===== src/rtl/wishbone_slave_regfile_if.sv =====
// Wishbone classic bus bundle between one master and the register-file responder.
// Signal names follow the responder's point of view (_i into the slave, _o out of it).
interface wishbone_slave_regfile_if;
  logic        cyc_i;
  logic        stb_i;
  logic        we_i;
  logic [31:0] addr_i;
  logic [31:0] data_i;
  logic [31:0] data_o;
  logic        ack_o;

  modport master (
    output cyc_i, stb_i, we_i, addr_i, data_i,
    input  data_o, ack_o
  );

  modport slave (
    input  cyc_i, stb_i, we_i, addr_i, data_i,
    output data_o, ack_o
  );
endinterface


===== src/rtl/wishbone_slave_regfile.sv =====
// Wishbone classic responder: a bank of 32-bit registers with programmable wait states,
// one ack per request, and every register mirrored onto a flat output bus.
module wishbone_slave_regfile #(
  parameter logic [31:0] ADDR_BASE   = 32'h0000_0000,
  parameter int          NUM_REGS    = 8,
  parameter int          WAIT_CYCLES = 1
) (
  input  logic                      clk_i,
  input  logic                      rst_i,
  wishbone_slave_regfile_if.slave   bus,
  output logic [32*NUM_REGS-1:0]    regs_o
);

  localparam int IW = (NUM_REGS > 1) ? $clog2(NUM_REGS) : 1;

  typedef enum logic [1:0] {ST_IDLE, ST_WAIT, ST_ACK, ST_HOLD} state_e;

  state_e        state_q, state_d;
  logic [3:0]    waitCnt_q, waitCnt_d;
  logic [31:0]   addr_q;
  logic          we_q;
  logic [31:0]   wdata_q;
  logic [31:0]   rdata_q, rdata_d;
  logic          ack_q;
  logic [31:0]   regFile_q [NUM_REGS];

  logic          req;
  logic          goAck;
  logic          selWe;
  logic [31:0]   selAddr;
  logic [31:0]   selData;
  logic [31:0]   offs;
  logic          inRange;
  logic          wrEn;
  logic [IW-1:0] idx;

  assign req = bus.cyc_i & bus.stb_i;

  // With zero wait states ACK is entered straight from IDLE, before the latches hold the request.
  assign selAddr = (state_q == ST_IDLE) ? bus.addr_i : addr_q;
  assign selWe   = (state_q == ST_IDLE) ? bus.we_i   : we_q;
  assign selData = (state_q == ST_IDLE) ? bus.data_i : wdata_q;

  assign offs    = selAddr - ADDR_BASE;
  assign inRange = offs < 32'(NUM_REGS * 4);
  assign idx     = offs[IW+1:2];
  assign wrEn    = goAck & selWe & inRange;

  always_comb begin
    state_d   = state_q;
    waitCnt_d = waitCnt_q;
    goAck     = 1'b0;
    case (state_q)
      ST_IDLE: begin
        if (req) begin
          waitCnt_d = 4'(WAIT_CYCLES);
          if (WAIT_CYCLES == 0) begin
            state_d = ST_ACK;
            goAck   = 1'b1;
          end else begin
            state_d = ST_WAIT;
          end
        end
      end
      ST_WAIT: begin
        if (!req) begin
          state_d   = ST_IDLE;
          waitCnt_d = 4'd0;
        end else begin
          waitCnt_d = waitCnt_q - 4'd1;
          if (waitCnt_q == 4'd1) begin
            state_d = ST_ACK;
            goAck   = 1'b1;
          end
        end
      end
      ST_ACK:  state_d = ST_HOLD;
      ST_HOLD: if (!req) state_d = ST_IDLE;
      default: state_d = ST_IDLE;
    endcase
  end

  always_comb begin
    rdata_d = rdata_q;
    if (goAck && !selWe) begin
      rdata_d = inRange ? regFile_q[idx] : 32'h0;
    end
  end

  always_ff @(posedge clk_i or negedge rst_i) begin
    if (!rst_i) begin
      state_q   <= ST_IDLE;
      waitCnt_q <= 4'd0;
      ack_q     <= 1'b0;
      rdata_q   <= 32'h0;
    end else begin
      state_q   <= state_d;
      waitCnt_q <= waitCnt_d;
      ack_q     <= goAck;
      rdata_q   <= rdata_d;
    end
  end

  always_ff @(posedge clk_i or negedge rst_i) begin
    if (!rst_i) begin
      addr_q  <= 32'h0;
      we_q    <= 1'b0;
      wdata_q <= 32'h0;
    end else if (state_q == ST_IDLE && req) begin
      addr_q  <= bus.addr_i;
      we_q    <= bus.we_i;
      wdata_q <= bus.data_i;
    end
  end

  always_ff @(posedge clk_i or negedge rst_i) begin
    if (!rst_i) begin
      for (int k = 0; k < NUM_REGS; k++) begin
        regFile_q[k] <= 32'h0;
      end
    end else if (wrEn) begin
      regFile_q[idx] <= selData;
    end
  end

  assign bus.ack_o  = ack_q;
  assign bus.data_o = rdata_q;

  for (genvar g = 0; g < NUM_REGS; g++) begin : gRegsOut
    assign regs_o[32*g +: 32] = regFile_q[g];
  end

endmodule


===== src/flat_wrapper.sv =====
// flat-port wrapper written by rule: the top's interface ports become plain ports
module wishbone_slave_regfile_flat 
#(
  parameter logic [31:0] ADDR_BASE   = 32'h0000_0000,
  parameter int          NUM_REGS    = 8,
  parameter int          WAIT_CYCLES = 1
)
  (clk_i, rst_i, regs_o, bus_cyc_i, bus_stb_i, bus_we_i, bus_addr_i, bus_data_i, bus_data_o, bus_ack_o);
  wishbone_slave_regfile_if bus_i ();
  input  logic clk_i;
  input  logic rst_i;
  output logic [32*NUM_REGS-1:0] regs_o;
  input wire logic [$bits(bus_i.cyc_i)-1:0] bus_cyc_i;
  input wire logic [$bits(bus_i.stb_i)-1:0] bus_stb_i;
  input wire logic [$bits(bus_i.we_i)-1:0] bus_we_i;
  input wire logic [$bits(bus_i.addr_i)-1:0] bus_addr_i;
  input wire logic [$bits(bus_i.data_i)-1:0] bus_data_i;
  output wire logic [$bits(bus_i.data_o)-1:0] bus_data_o;
  output wire logic [$bits(bus_i.ack_o)-1:0] bus_ack_o;
  assign bus_i.cyc_i = bus_cyc_i;
  assign bus_i.stb_i = bus_stb_i;
  assign bus_i.we_i = bus_we_i;
  assign bus_i.addr_i = bus_addr_i;
  assign bus_i.data_i = bus_data_i;
  assign bus_data_o = bus_i.data_o;
  assign bus_ack_o = bus_i.ack_o;
  wishbone_slave_regfile #(.ADDR_BASE(ADDR_BASE), .NUM_REGS(NUM_REGS), .WAIT_CYCLES(WAIT_CYCLES)) u_core (.clk_i(clk_i), .rst_i(rst_i), .bus(bus_i), .regs_o(regs_o));
endmodule

===== config.mk =====
export PLATFORM = sky130hd
export DESIGN_NAME = wishbone_slave_regfile_flat
export DESIGN_NICKNAME = d
export VERILOG_FILES = /design/src/rtl/wishbone_slave_regfile_if.sv /design/src/rtl/wishbone_slave_regfile.sv /design/src/flat_wrapper.sv
export SDC_FILE = /design/constraint.sdc
export NUM_CORES = 1
export LEC_CHECK = 0
export CAP_MARGIN = 20
export CORE_ASPECT_RATIO = 0.5
export CORE_UTILIZATION = 30
export CTS_BUF_LIST = sky130_fd_sc_hd__clkbuf_8
export DETAILED_ROUTE_END_ITERATION = 7
export GPL_ROUTABILITY_DRIVEN = 0
export PLACE_DENSITY_LB_ADDON = 0.3
export SLEW_MARGIN = 15
export SYNTH_ARGS = -nofsm -noshare
export SYNTH_HDL_FRONTEND = slang
export SYNTH_SLANG_ARGS = --single-unit
export TNS_END_PERCENT = 5

===== constraint.sdc =====
create_clock -name clk_i -period 2.6 [get_ports clk_i]
set_clock_uncertainty 0.05 [all_clocks]
set_input_delay 0.52 -clock clk_i [delete_from_list [all_inputs] [get_ports clk_i]]
set_output_delay 0.52 -clock clk_i [all_outputs]
set_load 0.01 [all_outputs]

# Yosys cells after proc, flatten, opt, wreduce, memory -nomap -nowiden

Index checks and enable logic that the tools add are counted.

Flip-flop bits (word level): 360
Bits of input ports: 69
Output and inout port bits: 289
Word-level logic and storage cells: 59

$add $sub $neg: 1
Magnitude comparators: 3
Equal/unequal tests: 7
Multiplexer cells: 21
Bitwise gates (word level): 4
Reduce and logical (&&, ||, !) cells: 8

Operators with widths:

| cell                                                        | number |
|---|---|
| bitwise mux 256 bit                                         | 1 |
| two-way mux 32 bit                                          | 6 |
| binary-select mux 32 bit (select 3 bit)                     | 1 |
| demux 32 bit (select 3 bit)                                 | 1 |
| less-than comparator 32 x 6 -> 1 bit, second input constant | 1 |
| two-way mux 2 bit                                           | 4 |
| two-way mux 4 bit                                           | 2 |
| one-hot mux 2 bit (4 select lines)                          | 1 |
| one-hot mux 4 bit (2 select lines)                          | 1 |
| equality test 2 bit, second input constant                  | 2 |
| equality test 4 x 1 -> 1 bit, second input constant         | 1 |
| >= comparator 4 bit, second input constant                  | 1 |
| less-than comparator 4 x 1 -> 1 bit, second input constant  | 1 |
| two-way mux 1 bit                                           | 4 |
| inverter 3 -> 4 bit                                         | 1 |
| subtractor 4 x 1 -> 4 bit, second input constant            | 1 |
| bitwise AND 1 bit                                           | 3 |
| logical AND 1 bit                                           | 3 |
| != test 3 bit, second input constant                        | 1 |
| AND reduction 3 bit                                         | 1 |
| equality test 2 x 1 -> 1 bit, second input constant         | 1 |
| logical NOT 2 bit                                           | 1 |
| != test 2 x 1 -> 1 bit, second input constant               | 1 |
| != test 2 bit, second input constant                        | 1 |
| other kinds (3)                                             | 3 |

# Longest topological paths before layout

Gate-level depths: netlist of the first run.

Depth in word-level cells: 8
Gate-level depth with buffers: 9
Mapped depth without buffers: 7

# Least setup slack after synthesis of the first run

No wires, ideal clock.

Path type: input to register
From: input port bus_addr_i[19]
To: register u_core.regFile_q (netlist bit u_core.regs_o[193])
Setup time: 125 ps
Arrival: 2298 ps
Data required time: 2425 ps
Slack: 127 ps
Stages on the path: 6
Path buffers: 1
Cells stage by stage: nor4_1 and3_1 nand3_2 a2111oi_4 buf_6 mux2_2

Cells in the longest elaborated chain, start to end: 3

Ends and longest elaborated chain:

| element                              | RTL line                      | source |
|---|---|---|
| start, declared                      | flat_wrapper.sv:16            | `input wire logic [$bits(bus_i.addr_i)-1:0] bus_addr_i;` |
| two-way mux 32 bit                   | wishbone_slave_regfile.sv:40  | `assign selAddr = (state_q == ST_IDLE) ? bus.addr_i : addr_q;` |
| less-than comparator 32 x 6 -> 1 bit | wishbone_slave_regfile.sv:45  | `assign inRange = offs < 32'(NUM_REGS * 4);` |
| bitwise AND 1 bit                    | wishbone_slave_regfile.sv:47  | `assign wrEn = goAck & selWe & inRange;` |
| end signal, assigned by index        | wishbone_slave_regfile.sv:122 | `regFile_q[idx] <= selData;` |
| end, declared                        | wishbone_slave_regfile.sv:25  | `logic [31:0] regFile_q [NUM_REGS];` |

No other way between the ends.
A chain may end at the register's enable or synchronous reset.

# Worst setup path after layout of the first run

From: register u_core.addr_q[31]
To: register u_core.regFile_q (netlist bit u_core.regs_o[161])

Cells in the longest elaborated chain, start to end: 3

Ends and longest elaborated chain:

| element                              | RTL line                      | source |
|---|---|---|
| start, declared                      | wishbone_slave_regfile.sv:20  | `logic [31:0] addr_q;` |
| start signal, assigned               | wishbone_slave_regfile.sv:110 | `addr_q <= bus.addr_i;` |
| two-way mux 32 bit                   | wishbone_slave_regfile.sv:40  |  |
| less-than comparator 32 x 6 -> 1 bit | wishbone_slave_regfile.sv:45  |  |
| bitwise AND 1 bit                    | wishbone_slave_regfile.sv:47  |  |

No other way between the ends.

==> out/summary.md, run 1 <==
The die is 331 um wide. The signed area change from the synthesized netlist to the final layout came out at 42.4%. The critical path runs through a total of 10 cells.

Setup repair after global routing could not meet its margin everywhere. Once layout is complete, the cells apart from fillers number 2454. The worst-case IR drop observed on VDD is 439 uV.

Actual transition at the worst max-transition pin: 0.634 ns. By startpoint and endpoint, the worst setup path is classified as reg -> reg. OpenSTA, run right after detailed placement, puts the worst setup slack at -0.749 ns. The worst hold slack came out at 0.369 ns.

After detailed placement, the design holds a cell count of 2332. dfrtp_1 takes more of the synthesized area than any other cell. The antenna violation net count after detailed routing was 0. In this run the tool buffered the top-level ports with 355 buffer cells.

The leakage component of the power is 0.0104 uW. The distinct cell type count after synthesis was 54; the placeable core region was 52700 sq um. The tools report the core utilization of the finished layout as 0.439.

For the register area share after synthesis, the log shows 0.552. Count of final max-slew check failures: 0. The first global-routing pass estimated 84300 um of wire. The mean routed wirelength per cell is 23.6 um. The clock latency reported for the late side of the worst-skew pair was 0.63 ns; the number of buffer and inverter instances along the worst setup path was 5.

Summed over all layers, the global routing overflow is 0. The tools report the post-detailed-placement half-perimeter wirelength as 40300 um. In this run the worst hold path is classified as in -> reg. The area share of the leading cell type in the synthesized netlist was 0.552; the number of setup violations in the final report was 0. The critical path goes through nor4_4, buf_4, and3_4, nand3_4, buf_12, buf_6, a211oi_4, buf_12, clkbuf_16, mux2_2. The cell count after synthesis came out at 1247. Counting flops with a built-in enable in the synthesized netlist gives 0. The run finished with clean final reports.

The tool flagged a number of max-cap violations equal to 0. The starting density of the core was 0.308; the total routing resource utilization after global routing was 0.203. The setup TNS was 0 ns. At the worst endpoint, the required time is 3.06 ns.

Counting along the longest clock path gives a buffer depth of 3. The site row count was 59; the clock sink total was 358. For the layout filler cell count, the log shows 4948. The critical-path maximum fanout is 7, and the max-slew headroom at the worst pin is 0.578. The worst reg2reg path depth came out at 10.

The ratio of cells with drive above 1 in the final layout works out to 0.247. Counting flops and latches in the post-synthesis netlist gives 358. After the first detailed-routing iteration, the DRC count stood at 836.

For the number of nets in the final layout, the log shows 1776. Cell repeated most along the worst path: buf_12. The library cells used most frequently in the layout, excluding fill and tap cells, are 356 x dfrtp_1, 353 x clkdlybuf4s50_1, 227 x nand2_1.

The tools report the area occupied by multi-input gates as 6990 sq um. The type of origin of the critical path is a flop. For the area enclosed by the die boundary, the log shows 55100 sq um. On the worst path, the slowest cell contributes a delay of 0.41 ns. Timing would allow up to 387 MHz. The net count of the mapped netlist is 1318, and the number of buffers created by CTS is 54. The number of vias per cell is 5.05. For this design, the slowest cell found on the critical path is dfrtp_1. The portion of the clock cycle consumed by the worst path in the final layout works out to 0.995. The kind of cell with the highest combined delay along the critical path is buffers and inverters.

In the final layout, flip-flops and latches occupy 8960 sq um. The run gives 0.0138 ns as the setup slack of the critical path after layout. The number of global-route vias before repair is 12500, and the number of cells traversed by the worst hold path is 2.

In the synthesized netlist the dominant register cell turns out to be dfrtp_1. The worst path needs 2.59 ns of the cycle, external delays included. For the number of hold violations in the final report, the log shows 0.

In this run the number of H-tree levels came out at 2. Register clock-pin slew on the reported worst setup and hold paths: 0.06 ns. The number of vias in the routed layout is 12400. 358 I/O pins were placed.

Leaving out fill and tap cells, the most frequent cell in the layout is dfrtp_1. In the post-synthesis netlist, the biggest area contributors are dfrtp_1 55%, mux2_2 13%, mux2_1 9.5%, nand2_1 5.3%, mux2i_1 3.8%. Dividing total power by cell area gives a power density of 766 nW/um^2. During synthesis, Yosys emitted a total of 0 warnings.

Measured along the y axis, the die boundary spans 166 um. The root buffer cell chosen for the clock tree is clkbuf_8. STA classifies the critical path endpoint as a flop.

The per-instance average area after synthesis was 13.0 sq um. The number of antenna violations at the first check in global routing was 4; the total wire length was 57900 um. TritonCTS built the clock tree.

For the worst setup path, the data arrival time is 3.04 ns. The share of synthesized registers carrying an async set or reset is 1.00, and the summed instance area of the synthesized netlist is 16200 sq um. The run gives 0 as the remaining design rule violation count.

Entering global routing, the biggest net connects 61 pins. The iteration count of the initial detailed-routing pass was 5.
[cells by family after synthesis]
| logic type | Yosys count | share of synthesized area |
|---|---|---|
| adder cells (fa/ha/maj) | 2 | 0.00154 |
| AND/OR/NAND/NOR | 276 | 0.0727 |
| flip-flops | 358 | 0.552 |
| AO/OA/AOI/OAI | 145 | 0.0826 |
| multiplexers | 380 | 0.259 |
| buffers and inverters | 86 | 0.0321 |
[per-layer routing]
layer | share of wire | GRT usage | vias up
met3 | 0.040 | 0.0291 | 103
met2 | 0.51 | 0.351 | 317
li1 | - | - | 5492
met1 | 0.42 | 0.259 | 6479
met4 | 0.030 | 0.0698 | 0
met5 | 0 | 0 | -
[layout make-up]
cell class | instances | share of cell area
Tap cell | 701 | 0.0379
Clock inverter | 32 | 0.00980
Multi-Input combinational cell | 803 | 0.302
Sequential cell | 358 | 0.388
Antenna cell | 4 | 0.000433
Inverter | 6 | 0.000974
Timing Repair Buffer | 482 | 0.221
Clock buffer | 68 | 0.0405
[registers in the layout (all words and copies together) (netlist names), named ones only]
register and flops:
u_core.regs_o 256, u_core.bus.data_o 32, u_core.wdata_q 32, u_core.addr_q 30
u_core.waitCnt_q 4, u_core.bus.ack_o 1, u_core.state_q 1, u_core.we_q 1
[stage by stage]
stage                     power (uW)  area (sq um)
after floorplan                10000         16200
after global placement         12600         21500
after detailed placement       12600         21500
after CTS                      17700         22700
after global routing           18600         23100
final                          17700         23100
[what timing repair did]
item,in CTS,in global routing
cloned,0,7
hold buffers,1,0
resized for setup,12,38
pin swaps,3,9
endpoints found under the setup margin,251,214
hold endpoints to repair,51,0
buffers inserted,0,10
[Yosys cell counts, types with 6 or more instances]
master,number
clkbuf_1,25
buf_4,8
mux2i_1,61
o31ai_1,27
a32o_1,49
buf_1,7
inv_1,6
mux2_2,182
nand2_1,229
o21ai_0,11
a22o_1,6
nor4_1,12
a222oi_1,6
o221ai_1,13
dfrtp_1,358
buf_6,19
mux2_1,137
a21oi_1,6
buf_2,21
[worst reg2reg max path, stage by stage (launching register included)]
cell and delay [ns]:
dfrtp_1 0.41, nor4_4 0.30, buf_4 0.15, and3_4 0.19, nand3_4 0.08, buf_12 0.16, buf_6 0.14, a211oi_4 0.28
buf_12 0.18, clkbuf_16 0.19, mux2_2 0.35
[report_power, final]
part / switching [uW] / internal [uW] / total [uW] / leakage [uW]
Clock: 2350 / 2660 / 5010 / 0.000669
Combinational: 3760 / 2460 / 6220 / 0.00484
Sequential: 368 / 6110 / 6480 / 0.00486
Total: 6480 / 11200 / 17700 / 0.0104
[worst paths after layout]
path / startpoint / slack [ns] / to
setup / recovery: u_core.addr_q[31] / 0.01 / u_core.regs_o[161]
hold / removal: bus_addr_i[31] / 0.37 / u_core.addr_q[31]
setup reg to reg: u_core.addr_q[31] / 0.01 / u_core.regs_o[161]
hold reg to reg: u_core.bus.data_o[12] / 0.43 / u_core.bus.data_o[12]
max in group asynchronous: rst_i / 1.36 / u_core.regs_o[199]
min in group asynchronous: rst_i / 0.39 / u_core.addr_q[8]
No activity file was read; power rests on OpenSTA's default activity.
==> run 2, diff against run 1 <==
--- a/config.mk
+++ b/config.mk
@@ -11,8 +11,10 @@
 export CTS_BUF_LIST = sky130_fd_sc_hd__clkbuf_8
 export DETAILED_ROUTE_END_ITERATION = 7
 export GPL_ROUTABILITY_DRIVEN = 0
+export GPL_TIMING_DRIVEN = 0
 export PLACE_DENSITY_LB_ADDON = 0.3
-export SLEW_MARGIN = 15
+export RECOVER_POWER = 25
+export SLEW_MARGIN = 30
 export SYNTH_ARGS = -nofsm -noshare
 export SYNTH_HDL_FRONTEND = slang
 export SYNTH_SLANG_ARGS = --single-unit
==> run 2 against run 1 <==
Clock power up 3%. Power up 0.84%. Utilization down 0.97 points. Setup slack better by 0.053 ns. Combinational power about the same. First-iteration DRC count up 4.8%. Global-route usage up 1.1 points. Die area unchanged. Critical endpoint is now u_core.regs_o[180].
==> out/summary.md, run 2 (synthesized netlist as in run 1, its figures left out) <==
The run finished with clean final reports. For the number of violations reported at the end of detailed-routing iteration 0, the log shows 876. The critical-path cell with the highest stage delay is or3b_4. The number of setup violations in the final report was 0.

Max-slew headroom at the worst pin: 0.436. Antenna violation net count after detailed routing: 0. The register-to-register setup slack is 0.07 ns. TritonCTS built the clock tree. Area enclosed by the die boundary: 55100 sq um. Type of the worst setup path: reg -> reg. The number of vias per cell was 5.08. The library cell used most frequently in the layout, excluding fill and tap cells, is dfrtp_1. Relative to the synthesized area, the layout overhead comes to 39.3%. The worst-case vdd ir drop is 427 uV, and the count of final max-slew check failures is 0. The total area inside the core boundary comes to 52700 sq um. For this design the top-level I/O count stands at 358.

After routing the design area is 22600 sq um. Counting buffers and inverters, the worst setup path is 9 cells deep. Clock sink total: 358.

Detailed routing inserted a total of 12400 vias. The number of global-route vias before repair was 12600; the number of buffer and inverter instances along the worst setup path was 4. The worst path meets setup with 0.0666 ns of slack. The logs give 55 for the number of buffers created by CTS and 0.63 ns for the clock latency reported for the late side of the worst-skew pair. After floorplanning, the core was divided into 59 placement rows. The type of origin of the critical path was a flop. For the setup TNS, the log shows 0 ns. Summing all placed instances gives a cell area of 20800 sq um. Data on the critical path arrives at its endpoint at 2.98 ns. The time the final worst path needs with I/O delays and setup works out to 2.53 ns. At the pin with the least slew margin, the transition time is 0.845 ns. Walking the worst path, the cells encountered are buf_6, or3b_4, nand2_2, buf_6, o2111ai_4, a211oi_4, buf_6, buf_12, mux2_2. The worst reg2reg path depth was 9. The register clock-pin slew on the reported worst setup and hold paths works out to 0.06 ns. Critical-path maximum fanout: 10. Before CTS, the worst setup slack after placement is -1.07 ns. Post-detailed-placement half-perimeter wirelength: 42900 um. Path type of the worst min-delay path: in -> async. The register with the most flip-flops in the layout has 256 of them.

The tree is rooted in a clkbuf_8. The endpoint identified for the worst register-to-register timing path is u_core.regs_o[180]. The routed design has 59500 um of wire. The tool flagged a number of max-cap violations equal to 0. Ratio of cells with drive above 1 in the final layout: 0.233. The remaining design rule violation count came out at 0.

Summed over all layers, the global routing overflow is 0. The kind of end point of the critical path is a flop. The number of antenna violations at the first check in global routing is 3, and the total routing resource utilization after global routing is 0.213. The mean routed wirelength per cell works out to 24.4 um.

The run gives 0.308 as the starting density of the core. The die height was 166 um. The top cell types in the final layout, fill and taps aside, are 358 x dfrtp_1, 354 x clkdlybuf4s50_1, 227 x nand2_1. The first global-routing pass estimated 86600 um of wire. The logs give 2 for the level count of the clock H-tree and 82 for the largest net degree at the start of global routing.

The die extent in x is 331 um. Cell repeated most along the worst path: buf_6. The analysis attributes to cell leakage a power of 0.0102 uW.

Kind of cell adding the most delay to the critical path: buffers and inverters. The core utilization of the finished layout came out at 0.429. The portion of the clock cycle consumed by the worst path in the final layout was 0.974; the total power divided by cell area was 790 nW/um^2. Static timing analysis puts the maximum clock frequency at 395 MHz.

The biggest cell delay along the critical path came out at 0.41 ns. For this run, the detailed router's first-pass iteration total came to 5. Fill cells in the final layout number 4975. In the final design database the tool counted 1769 nets. Number of hold violations in the final report: 0.

The tools report the worst-case clock buffer depth as 3. The worst path required time came out at 3.04 ns. Port buffering added 355 buffers.

Worst hold slack: 0.411 ns.
-- run 2: cell types whose count changed in the layout (fill, tap and decap cells not counted), moves of 6 or more --
cell       before  now
clkbuf_2        0    8
clkbuf_4        0    9
clkbuf_1        0   12
mux2_4         19    0
buf_4          73   38
clkbuf_16       6    0
mux2_2        168  182
buf_12         33    7
buf_8           1    7
buf_1           0    6
buf_6          13   19
buf_2           0   10
-- run 2: worst max-delay path by stage --
stage                           start              endpoint
floorplan              bus_addr_i[19]    u_core.regs_o[193]
CTS                              flop    u_core.regs_o[130]
finish                           flop    u_core.regs_o[180]
global placement                rst_i    u_core.regs_o[133]
global route        u_core.state_q[0]  u_core.bus.data_o[2]
detailed placement     bus_addr_i[22]    u_core.regs_o[129]
-- run 2: through the flow --
stage | std cells | power [uW]
3_3_place_gp | 2303 | 12200
2_1_floorplan | 1247 | 10000
3_5_place_dp | 2307 | 12300
4_1_cts | 2435 | 17700
5_1_grt | 2443 | 18700
6_report | 2443 | 17900
-- run 2: timing repair --
action                     in CTS  in global routing
pin swaps                      13                  7
hold buffers                    1                  0
hold endpoints to repair       74                  0
setup endpoints to repair     341                294
gates resized for setup        57                 47
setup buffers                  29                  5
-- run 2: power by group --
group / total, uW / internal [uW] / switching (uW) / leakage (uW)
clock network: 5180 / 2820 / 2360 / 0.000678
registers: 6460 / 6110 / 350 / 0.00486
logic: 6220 / 2150 / 4070 / 0.00462
-- run 2: area by class of cell --
cell class / instances / area, sq um / share of cell area
Sequential cell: 358 / 8960 / 0.396
Multi-Input combinational cell: 803 / 6930 / 0.307
Timing Repair Buffer: 394 / 3940 / 0.174
Clock buffer: 70 / 963 / 0.0426
Tap cell: 701 / 877 / 0.0388
Buffer: 80 / 668 / 0.0296
Clock inverter: 28 / 240 / 0.0106
Inverter: 6 / 22.5 / 0.000996
Antenna cell: 3 / 7.51 / 0.000332
-- run 2: worst reg2reg max path, stage by stage, from the launching register on --
cell and delay (ns):
dfrtp_1 0.39, buf_6 0.15, or3b_4 0.41, nand2_2 0.10, buf_6 0.15, o2111ai_4 0.20
a211oi_4 0.30, buf_6 0.17, buf_12 0.16, mux2_2 0.35
-- run 2: layer usage --
metal / vias to the layer above / track usage / wire [um]
li1: 5459 / - / -
met2: 335 / 0.371 / 30600
met4: 0 / 0.0778 / 1990
met5: - / 0 / 0
met1: 6518 / 0.265 / 24100
met3: 99 / 0.0370 / 2880
==> run 3, diff against run 2 <==
--- a/config.mk
+++ b/config.mk
@@ -5,6 +5,7 @@
 export SDC_FILE = /design/constraint.sdc
 export NUM_CORES = 1
 export LEC_CHECK = 0
+export ABC_AREA = 0
 export CAP_MARGIN = 20
 export CORE_ASPECT_RATIO = 0.5
 export CORE_UTILIZATION = 30
==> constraint.sdc (replaced) <==
create_clock -name clk_i -period 3.1 [get_ports clk_i]
set_clock_uncertainty 0.05 [all_clocks]
set_input_delay 0.62 -clock clk_i [delete_from_list [all_inputs] [get_ports clk_i]]
set_output_delay 0.62 -clock clk_i [all_outputs]
set_load 0.01 [all_outputs]
==> run 3 against run 2 <==
Sequential cell count unchanged. Clock power down 16%. Sequential power down 17%. Routed wire length down 0.80%. Power down 18%. Combinational power down 20%. Highest routed layer unchanged.
==> out/summary.md, run 3 (synthesized netlist as in run 1, its figures left out) <==
After the flow finishes, the layout carries non-filler instances totaling 2416. The logs give 0.296 for the share of power burned in the clock network and 0 for the antenna violation net count after detailed routing. In this run the worst path has a maximum fanout of 10. The met1 track demand over resource in global routing was 0.264. In the final routed layout, each cell accounts on average for 24.4 um. The total routing resource utilization after global routing is 0.213. In this run the static leakage power is 0.00994 uW. After the first detailed-routing iteration, the DRC count stood at 808. After legalization and detailed placement, the total HPWL measured 42900 um. For this design the top-level I/O count stands at 358.

Entering global routing, the biggest net connects 82 pins. The tools report the site row count as 59. TritonCTS built the clock tree. The starting density of the core was 0.308.

The count of final max-slew check failures was 0. For this run the aggregate overflow at the end of global routing stands at 0. The multi-input combinational cells in the finished layout cover a total of 6810 sq um.

After clock tree synthesis, the clock-pin slew on the worst setup and hold paths is 0.07 ns. Derived from the worst setup path, the maximum achievable clock frequency is 332 MHz. Cell internal power was estimated by the tool at 9100 uW.

The floorplan step defined a die boundary enclosing 55100 sq um. The portion of the clock cycle consumed by the worst path in the final layout came out at 0.971. CTS built an H-tree with a depth of 2.

Number of hold violations in the final report: 0. The sequential cell area is 8960 sq um, and the standard cell area after detailed placement is 20800 sq um. The iteration count of the initial detailed-routing pass is 5. The ratio of cells with drive above 1 in the final layout came out at 0.206. The top cell types in the final layout, fill and taps aside, are 358 x dfrtp_1, 354 x clkdlybuf4s50_1, 229 x nand2_1. The time the final worst path needs with I/O delays and setup was 3.01 ns. Setup TNS: 0 ns.

After the last flow step, the layout net total stands at 1742. Dividing the detail-routed via count by the number of cells gives 5.08. The global-route track usage on met3 was 0.0369.

Global-route track usage on met2: 0.369. The flip-flop count of the largest register, all copies and words added is 256, and the data arrival at the endpoint of the critical path is 3.44 ns. The die height is 166 um, and the net switching component of the power is 5580 uW.

The flow ran to the end, and the final reports show no timing, DRC or antenna violations. The worst-case clock buffer depth was 3; the clock sink total was 358. Placeable core region: 52700 sq um. The combinational power share is 0.337, and the layout filler cell count is 5014. Setup violations remaining at the end of the flow were counted as 0. Total power divided by cell area: 664 nW/um^2. The logs give 0.367 for the power share of the sequential group and 59000 um for the total wire length. The critical path in this run is classified as in -> reg. For the worst-skew pair, the clock arrives at the later sink with an insertion delay of 0.63 ns.

The library cell used most frequently in the layout, excluding fill and tap cells, is dfrtp_1. The number of global-route vias before repair was 12500. Once placement completed, the tool counted placed cells totaling 2307. The die extent in x works out to 331 um. The tools report the wire length of the first global-routing pass as 86100 um. The routing layer with the top usage in global route is met2.

The max-slew headroom at the worst pin was 0.445; the signed area change from the synthesized netlist to the final layout was 36.3%. Setup repair after global routing could not meet its margin everywhere. Data on the critical path is required at its endpoint by 3.53 ns.

For the pin with the worst max-slew slack, the measured transition is 0.833 ns. The type of origin of the critical path was a primary input. Count of port buffers added during placement: 355.

The path class of the tightest hold or removal check is reg -> reg. The switching share of power is 0.380. VDD sags by at most 388 uV. The tool flagged a number of max-cap violations equal to 0.

In the routed design, unresolved DRC markers number 0. Number of antenna violations at the first check in global routing: 3. In this run the clock root is driven by a clkbuf_8.

The routed layout has 12300 vias. TritonCTS created 55 clock buffers. The worst setup path is captured at a flop. The final non-filler cell area was 22100 sq um.
-- run 3: critical path: stages --
cell	delay, ns
clkdlybuf4s50_1	0.43
nor4_1	0.40
and3_1	0.27
nand3_2	0.43
a211oi_4	0.66
buf_6	0.27
mux2_1	0.34
-- run 3: power groups by stage --
stage	logic (uW)	clock network (uW)	registers, uW
2_1_floorplan	3000	0	5390
3_3_place_gp	4800	0	5460
3_5_place_dp	4870	0	5470
4_1_cts	4890	4430	5390
5_1_grt	5290	4640	5460
6_report	4950	4340	5390
-- run 3: through the flow --
stage               power (uW)  setup slack (ns)  hold WS (ns)   util
CTS                      14700           -0.0865         0.436  0.419
global route             15400           -0.0259         0.459  0.420
detailed placement       10300            -0.671         0.421  0.395
floorplan                 8400             0.527         0.274      -
finish                   14700            0.0901         0.433  0.420
global placement         10300            -15.16         0.414  0.392
-- run 3: layout make-up --
class / count / share of cell area
Sequential cell: 358 / 0.405
Multi-Input combinational cell: 803 / 0.308
Timing Repair Buffer: 367 / 0.169
Clock buffer: 70 / 0.0436
Tap cell: 701 / 0.0397
Buffer: 80 / 0.0229
Clock inverter: 28 / 0.0109
Inverter: 6 / 0.00102
Antenna cell: 3 / 0.000339
-- run 3: metal layers --
layer	vias up	wire, um
li1	5415	-
met1	6431	24000
met2	330	30100
met3	106	2800
met4	0	2070
met5	-	0
-- run 3: timing repair --
action	in CTS	in global routing
pin swaps	1	3
buffers inserted	5	2
hold endpoints to repair	74	0
gates resized for setup	4	11
hold buffers	1	0
endpoints found under the setup margin	130	104
-- run 3: path summary, 6_finish.rpt --
check | end | cells after the start | slack (ns) | start
worst min-delay path | u_core.bus.data_o[0] | 2 | 0.43 | u_core.bus.data_o[0]
worst min register to register | u_core.bus.data_o[0] | 2 | 0.43 | u_core.bus.data_o[0]
min in group asynchronous | u_core.addr_q[8] | 2 | 0.51 | rst_i
worst max-delay path | u_core.regs_o[126] | 7 | 0.09 | bus_addr_i[19]
worst max register to register | u_core.regs_o[150] | 9 | 0.10 | u_core.state_q[0]
max in group asynchronous | u_core.wdata_q[0] | 5 | 0.89 | rst_i
